`src/rtl/pc_sequencer.sv`:
```
`default_nettype none
// ============================================================================
// pc_sequencer : program counter, req/ack fetch sequencing, return stack
// Revision     : 1.0
// ============================================================================
module pc_sequencer #(
  parameter logic [15:0] RESET_PC    = 16'h0000,
  parameter int          STACK_DEPTH = 4,
  parameter int          STACK_AW    = 2
) (
  input  logic        clk,
  input  logic        rst_n,
  input  logic        run_i,
  output logic        imem_req_o,
  output logic [15:0] imem_addr_o,
  input  logic        imem_ack_i,
  output logic        instr_valid_o,
  input  logic        jump_en_i,
  input  logic [11:0] jump_addr_i,
  input  logic        call_en_i,
  input  logic        ret_en_i,
  input  logic        halt_en_i,
  output logic [15:0] pc_o,
  output logic        halted_o,
  output logic        stack_ovf_o,
  output logic        stack_unf_o
);

  localparam logic [1:0] c_idle   = 2'd0;
  localparam logic [1:0] c_fetch  = 2'd1;
  localparam logic [1:0] c_decode = 2'd2;
  localparam logic [1:0] c_halt   = 2'd3;

  localparam logic [STACK_AW:0]   c_sp_one  = {{STACK_AW{1'b0}}, 1'b1};
  localparam logic [STACK_AW:0]   c_sp_full = (STACK_AW + 1)'(STACK_DEPTH);
  localparam logic [STACK_AW-1:0] c_idx_one = {{(STACK_AW - 1){1'b0}}, 1'b1};

  logic [1:0]          state_q, state_d;
  logic [15:0]         pc_q, pc_d;
  logic [STACK_AW:0]   sp_q, sp_d;
  logic                ovf_q, ovf_d;
  logic                unf_q, unf_d;
  logic [15:0]         stack_q [STACK_DEPTH];

  logic                w_decode;
  logic                w_take_ret, w_take_call, w_take_jump, w_take_seq;
  logic                w_full, w_empty;
  logic                w_ovf_hit, w_unf_hit;
  logic                w_push, w_pop;
  logic [STACK_AW-1:0] w_sp_lo, w_top_idx;
  logic [15:0]         w_top, w_pc_inc, w_jump_pc;

  // Decoder strobes only count in DECODE; priority halt > ret > call > jump > seq.
  assign w_decode    = (state_q == c_decode);
  assign w_take_ret  = !halt_en_i && ret_en_i;
  assign w_take_call = !halt_en_i && !ret_en_i && call_en_i;
  assign w_take_jump = !halt_en_i && !ret_en_i && !call_en_i && jump_en_i;
  assign w_take_seq  = !halt_en_i && !ret_en_i && !call_en_i && !jump_en_i;

  assign w_full    = (sp_q == c_sp_full);
  assign w_empty   = (sp_q == '0);
  assign w_unf_hit = w_decode && w_take_ret && w_empty;
  assign w_ovf_hit = w_decode && w_take_call && w_full;
  assign w_pop     = w_decode && w_take_ret && !w_empty;
  assign w_push    = w_decode && w_take_call && !w_full;

  assign w_sp_lo   = sp_q[STACK_AW-1:0];
  assign w_top_idx = w_sp_lo - c_idx_one;
  assign w_top     = stack_q[w_top_idx];
  assign w_pc_inc  = pc_q + 16'd1;
  assign w_jump_pc = {pc_q[15:12], jump_addr_i};

  always_ff @(posedge clk or negedge rst_n) begin
    if (!rst_n) begin
      state_q <= c_idle;
    end else begin
      state_q <= state_d;
    end
  end

  always_comb begin
    state_d = state_q;
    case (state_q)
      c_idle:   if (run_i) state_d = c_fetch;
      c_fetch:  if (imem_ack_i) state_d = c_decode;
      c_decode: begin
        if (halt_en_i || w_unf_hit || w_ovf_hit) begin
          state_d = c_halt;
        end else begin
          state_d = c_fetch;
        end
      end
      c_halt:   state_d = c_halt;
      default:  state_d = c_idle;
    endcase
  end

  always_comb begin
    imem_req_o    = (state_q == c_fetch);
    instr_valid_o = (state_q == c_decode);
    halted_o      = (state_q == c_halt);
  end

  assign imem_addr_o = pc_q;
  assign pc_o        = pc_q;
  assign stack_ovf_o = ovf_q;
  assign stack_unf_o = unf_q;

  // Faulting ret/call leave pc untouched so the halted PC points at the culprit.
  always_comb begin
    pc_d  = pc_q;
    sp_d  = sp_q;
    ovf_d = ovf_q | w_ovf_hit;
    unf_d = unf_q | w_unf_hit;
    if (w_decode) begin
      if (w_pop) begin
        pc_d = w_top;
        sp_d = sp_q - c_sp_one;
      end else if (w_push) begin
        pc_d = w_jump_pc;
        sp_d = sp_q + c_sp_one;
      end else if (w_take_jump) begin
        pc_d = w_jump_pc;
      end else if (w_take_seq) begin
        pc_d = w_pc_inc;
      end
    end
  end

  always_ff @(posedge clk or negedge rst_n) begin
    if (!rst_n) begin
      pc_q  <= RESET_PC;
      sp_q  <= '0;
      ovf_q <= 1'b0;
      unf_q <= 1'b0;
    end else begin
      pc_q  <= pc_d;
      sp_q  <= sp_d;
      ovf_q <= ovf_d;
      unf_q <= unf_d;
    end
  end

  always_ff @(posedge clk or negedge rst_n) begin
    if (!rst_n) begin
      for (int i = 0; i < STACK_DEPTH; i++) begin
        stack_q[i] <= '0;
      end
    end else if (w_push) begin
      stack_q[w_sp_lo] <= w_pc_inc;
    end
  end

endmodule
`default_nettype wire

```
`config.mk`:
```
export PLATFORM = sky130hd
export DESIGN_NAME = pc_sequencer
export DESIGN_NICKNAME = d
export VERILOG_FILES = /design/src/rtl/pc_sequencer.sv
export SDC_FILE = /design/constraint.sdc
export NUM_CORES = 1
export LEC_CHECK = 0
export CAP_MARGIN = 20
export CORE_ASPECT_RATIO = 0.9
export CORE_MARGIN = 2
export CORE_UTILIZATION = 30
export DETAILED_ROUTE_END_ITERATION = 6
export PLACE_DENSITY_LB_ADDON = 0.05
export SYNTH_ARGS = -nofsm -noshare
export SYNTH_HDL_FRONTEND = slang
export SYNTH_SLANG_ARGS = --single-unit
```
`constraint.sdc`:
```
create_clock -name clk -period 3.65 [get_ports clk]
set_clock_uncertainty 0.15 [all_clocks]
set_input_delay 0.73 -clock clk [delete_from_list [all_inputs] [get_ports clk]]
set_output_delay 0.73 -clock clk [all_outputs]
set_load 0.05 [all_outputs]
```
==> results of run 1 <==
-- worst max-delay path, cell delays in order (launching register included) --
cell	delay, ns
dfrtp_1	0.55
nor2b_1	0.17
clkdlybuf4s50_1	0.80
-- final cells by class --
class,instances,area [sq um],share of cell area [%]
Clock inverter,5,81.3,1.52
Inverter,4,15.0,0.280
Tap cell,198,248,4.62
Timing Repair Buffer,68,648,12.1
Sequential cell,87,2180,40.6
Multi-Input combinational cell,291,1950,36.4
Clock buffer,11,243,4.52
-- worst max-delay path by stage --
stage / endpoint / cells after the start / startpoint / slack (ns)
final: imem_req_o / 2 / state_q[0] / 0.90
after global routing: stack_q[42] / 7 / ret_en_i / 0.79
after CTS: imem_req_o / 2 / state_q[0] / 0.87
after detailed placement: stack_q[41] / 7 / ret_en_i / 0.57
after global placement: stack_q[41] / 7 / ret_en_i / 0.62
after floorplan: sp_q[2] / 11 / sp_q[0] / 0.83
-- report_power, final --
group	leakage, nW	switching, mW	total [mW]	internal, mW
combinational	0.848	0.373	0.575	0.202
sequential	1.19	0.0711	1.07	1.00
clock	0.156	0.395	1.01	0.619
total	2.19	0.839	2.66	1.82
-- synthesized netlist by cell type, types with 6 or more instances --
| cell | count | area [sq um] |
|---|---|---|
| xnor2_1 | 8 | 70.1 |
| nor3_1 | 7 | 35.0 |
| clkbuf_1 | 7 | 26.3 |
| mux4_2 | 16 | 360 |
| buf_4 | 21 | 158 |
| xor2_1 | 7 | 61.3 |
| dfrtp_1 | 87 | 2180 |
| o21ai_0 | 46 | 230 |
| a21oi_1 | 10 | 50.1 |
| o21ai_1 | 26 | 130 |
| o22ai_1 | 9 | 56.3 |
| nand3_1 | 15 | 75.1 |
| nand2_1 | 74 | 278 |
| and3_1 | 6 | 37.5 |
| nor2_1 | 7 | 26.3 |
| buf_2 | 6 | 30.0 |
-- layer usage --
layer / GRT usage [%] / vias up / part of all wire, %
li1: - / 1568 / -
met2: 25.7 / 48 / 47
met1: 22.1 / 1573 / 49
met5: 0 / - / 0
met4: 3.94 / 0 / 0.90
met3: 4.73 / 9 / 3.9
-- sequential cells by signal (all words and copies together), names as in the netlist --
signal,cells
imem_addr_o,16
sp_q,3
stack_unf_o,1
stack_ovf_o,1
state_q,2
stack_q,64
-- cell families after synthesis --
logic type / Yosys count
adders and majority gates: 6
buffers and inverters: 43
DFF: 87
muxes: 21
and+or+nand+nor: 138
AOI/OAI and AO/OA: 111
xor gates and xnor gates: 15
==> impl_results.md, run 1 <==
- Run status: finished, final reports clean
- Pwr/cell area: approximately 500 nW/um^2
- Detailed Routing Iterations Pass 1: 4
- Leak pwr: around 2.2 nW
- Initial antenna violation count: 0
- Cell Area, Placed: around 5000 sq um
- Gp weighted congestion: approximately 0.73
- Synth Area in XOR/XNOR: roughly 3%
- Ys Warns: 0
- Core Util, Final: roughly 37%
- Post-route DRC: 0
- Hold Crit Class: in -> async
- Power, Total: around 2.7 mW
- CTS tree: done
- Die footprint: between 15000 and 20000 sq um
- Largest family of logic cells by synthesized area: simple AND/OR/NAND/NOR gates
- Total grt overflow: 0
- Fraction of registers with async set/reset: 100%
- Placed insts: 648
- R2R depth: 4
- Routed len/inst: 18.0 microns
- Commonest non-fill, non-tap cell in the layout: dfrtp_1
- Worst hold slack: 0.243 ns
- Synth-to-layout area growth: 21.7%
- Synthesized net count: roughly 450
- Largest net degree at the start of global routing: 48
- Filler cells: roughly 1500
- Total GRT Usage: between 10% and 20%
- Worst Path Class, Setup: reg -> out
- Final hold vios: 0
- Post-DRT Antenna Nets: 0
- # diodes: 0
- Post_cts resized: 0
- Vias: 3198
- Port bufs: 56
- Die W: between 100 and 150 microns
- FF-to-FF setup slack: roughly 1.3 ns
- #FFs+latches synth: 87
- Crit. End Element: output port
- Worst slew margin: 40.6%
- Worst-Margin Slew: 0.891 ns
- Commonest non-fill, non-tap cells in the layout: dfrtp_1, nand2_1, clkdlybuf4s50_1, o21ai_0, o21ai_1
- Synthesized area per cell: 10.5 sq um
- Place WS: around 0.57 ns
- Nets: 487
- I/O pin total: 57
- Final Non-Filler Cells: roughly 660
- Worst-path clk slew: 0.07 ns
- Syn Inst Count: between 400 and 500
- Highest clock rate: between 300 and 400 MHz
- Vias per cell: approximately 4.8
- First-pass GRT wire length: between 15000 and 20000 microns
- Period utilization: between 70% and 80%
- Synth Flop Type: dfrtp_1
- Mapped Area: ~4400 sq um
- DP HPWL: around 8000 microns
- CP Max Fanout: 10
- Synth Area in Simple Gates: roughly 16%
- Reg-to-reg endpoint: imem_addr_o[9]
- Vias in the first global route: 3325
- Max cap viols: 0
- Num CTS Buffers: 9
- RSZ-0062 raised after global routing: no
- Worst Path Required: 2.77 ns
- Total core area: 14600 sq um
- # Post-CTS Setup Buffers: 0
- WL final: between 10000 and 15000 microns
- Die H: approximately 120 microns
- CP startpoint kind: flop
- Layout cells sized above 1: 13.3%
- RR Startpoint: sp_q[1]
- Initial core utilization: between 30% and 40%
- Worst Path Arrival: around 1.9 ns
- Clock root cell: clkbuf_16
- Worst skew pair latency: ~0.35 ns
- Htree depth: 3
- Max Slew Vio Count: 0
- Clock sink count: a little under 90
- Design Area, Final: 5370 sq um
- Synth Area in Adders: 1.87%
- DRT iter0 DRCs: approximately 240
- Worst vdd ir: 0.228 mV
- Final WS setup: between 0.8 and 0.9 ns
- Setup TNS: 0 ns
- Post-synth cell types: 49
- Worst-case clock buffer depth: 2
- Sequential-to-total area share from yosys stat: between 40% and 50%
- Rows: 42
- Mux cell area share after synthesis: 9.53%
- Final setup violation count: 0
- Synth Area in Compound Gates: between 10% and 20%
- Post-synth EDFFs: 0
- Final min period: 2.75 ns
- Cts hold-fix bufs: 0
(Power assumes the default switching activity.)
==> inputs of run 2 (changes only) <==
clock period = 2.4 ns   (was 3.65 ns; I/O delays follow)
==> run 2 against run 1 <==
  * Sequential power grew 50%
  * Routed wire length grew 1.3%
  * Critical path type unchanged
  * Utilization grew 1.3 points
  * Global-route usage grew 0.16 points
  * Cell count grew 3.8%
  * Register-to-register slack lost 1.0 ns
  * Cell area grew 3.5%
==> impl_results.md, run 2 (synthesized netlist as in run 1, its figures left out) <==
- Run status: finished, final reports clean
- Die footprint: 15700 sq um (unchanged)
- Commonest non-fill, non-tap cell in the layout: dfrtp_1
- Crit path largest cell delay: 0.86 ns (+0.06 ns)
- Clock sink count: 87 (unchanged)
- Worst slew margin: 66.3% (+26 points)
- Final WS setup: 0.0578 ns (-0.838 ns)
- WL final: 12100 microns (+1.3%)
- Commonest non-fill, non-tap cells in the layout: dfrtp_1, nand2_1, o21ai_0, clkdlybuf4s50_1, buf_4
- Gp weighted congestion: 0.789 (+8.4%)
- DRT iter0 DRCs: 122 (-48%)
- Routed len/inst: 17.6 microns (-2.4%)
- Rows: 42 (unchanged)
- Worst vdd ir: 0.388 mV (+70%)
- Vias: 3323 (+3.9%)
- RSZ-0062 raised after global routing: no
- CP Max Fanout: 7 (-3)
- Final min period: roughly 2.3 ns
- Final Non-Filler Cells: 689 (+3.8%)
- I/O pin total: 57 (unchanged)
- Htree depth: 3 (unchanged)
- GR peak layer: met2
- CP bufs+invs: 1 (unchanged)
- Vias per cell: 4.82 (+0.14%)
- Placed insts: 675 (+4.2%)
- Final setup violation count: 0 (unchanged)
- Max Slew Vio Count: 0 (unchanged)
- Layout cells sized above 1: 20.0% (+6.7 points)
- Core Util, Final: 38.2% (+1.3 points)
- Die W: 132 microns (unchanged)
- Largest net degree at the start of global routing: 52 (+8.3%)
- Worst Path Required: 1.77 ns (-1.00 ns)
- Cell Area, Placed: 5290 sq um (+4.9%)
- Max cap viols: 0 (unchanged)
- Worst-path clk slew: 0.06 ns (about the same)
- Period utilization: between 90 and 100%
- Leak pwr: 2.34 nW (+6.7%)
- Total core area: 14600 sq um (unchanged)
- Highest clock rate: between 400 and 500 MHz
- Total GRT Usage: 16.4% (+0.16 points)
- Vias in the first global route: 3391 (+2.0%)
- Nets: 515 (+5.7%)
- Port bufs: 56 (unchanged)
- Routing usage on met1: 23.3% (+1.2 points)
- Worst Path Arrival: 1.71 ns (-0.16 ns)
- Worst-case clock buffer depth: 2 (unchanged)
- Place WS: -0.259 ns (-0.831 ns)
- Crit-path leading delay family: buffers and inverters
- Critical path, cell by cell: clkdlybuf4s50_1
- Critical Path Stages: 1 (-1)
- DP HPWL: 8540 microns (+6.3%)
- # Post-CTS Setup Buffers: 0 (unchanged)
- Post-DRT Antenna Nets: 0 (unchanged)
- Die H: 119 microns (unchanged)
- CTS tree: done
- Max FFs per register: 64 (unchanged)
- M2 GR Usage: 25.0% (-0.72 points)
- Pwr/cell area: 688 nW/um^2 (+39%)
- First-pass GRT wire length: 19600 microns (+2.3%)
- Design Area, Final: 5560 sq um (+3.5%)
- Biggest register: stack_q
- Hold Crit Class: reg -> reg
- Final hold vios: 0 (unchanged)
- Worst-Margin Slew: 0.505 ns (-0.386 ns)
- Total grt overflow: 0 (unchanged)
- Initial core utilization: 30.3% (unchanged)
- Clock root cell: clkbuf_16
- Worst skew pair latency: 0.34 ns (about the same)
- Post-route DRC: 0 (unchanged)
- Synth-to-layout area growth: 26.0%
- Num CTS Buffers: 9 (unchanged)
- # diodes: 0 (unchanged)
- CP startpoint kind: flop
- Crit. End Element: output port
- Initial antenna violation count: 0 (unchanged)
- Hold depth: 2
- GR Util met3: 3.58% (-1.1 points)
- Worst Path Class, Setup: reg -> out
- R2R depth: 5 (+1)
- Crit-path slowest cell: clkdlybuf4s50_1
- Detailed Routing Iterations Pass 1: 4 (unchanged)
[run 2: changes by cell type in the layout (fill, tap and decap cells not counted), moves of 2 or more]
cell / change
bufinv_16: -2
clkdlybuf4s50_1: -10
buf_12: +5
buf_4: +31
[run 2: repair_timing]
| item | 4_1_cts | 5_1_grt |
|---|---|---|
| hold buffers | 1 | 0 |
| hold endpoints to repair | 51 | 0 |
| endpoints found under the setup margin | 0 | 7 |
| gates resized for setup | 0 | 2 |
[run 2: power by group]
group          switching (mW)  total (mW)  leakage [nW]  internal (mW)
registers              0.0877        1.61          1.19           1.52
logic                   0.607       0.946          1.02          0.338
clock network           0.557        1.27         0.127          0.709
[run 2: final timing paths]
kind | endpoint | slack [ns] | startpoint
max | pc_o[3] | 0.06 | imem_addr_o[3]
min | stack_q[13] | 0.32 | stack_q[13]
max reg2reg | stack_q[63] | 0.23 | imem_addr_o[3]
min reg2reg | stack_q[13] | 0.32 | stack_q[13]
max in group asynchronous | state_q[0] | 1.16 | rst_n
min in group asynchronous | stack_q[9] | 0.50 | rst_n
[run 2: stage by stage]
step | hold slack [ns] | total power, mW | TNS, ns
2_1_floorplan | 0.0344 | 2.26 | 0
3_3_place_gp | 0.302 | 2.60 | -9.61
3_5_place_dp | 0.312 | 2.59 | -13.23
4_1_cts | 0.328 | 3.89 | 0
5_1_grt | 0.358 | 4.02 | 0
6_report | 0.324 | 3.82 | 0
[run 2: layout make-up]
| cell class | instances | area (sq um) |
|---|---|---|
| timing repair buffer | 96 | 903 |
| fill | 1489 | 9000 |
| sequential | 87 | 2180 |
| clock inverter | 2 | 10.0 |
| clock buffer | 11 | 243 |
| tap | 198 | 248 |
| multi-input combinational | 291 | 1960 |
| inverter | 4 | 15.0 |
[run 2: metal layers]
layer | up-vias | routed length [microns]
met5 | - | 0
met4 | 0 | 165
met3 | 11 | 403
met2 | 60 | 5640
met1 | 1638 | 5890
li1 | 1614 | -
==> inputs of run 3 (changes only) <==
SLEW_MARGIN = 40   (was not set)
==> results of run 3 <==
Final layout, timing and power as in run 2 (identical DEF).
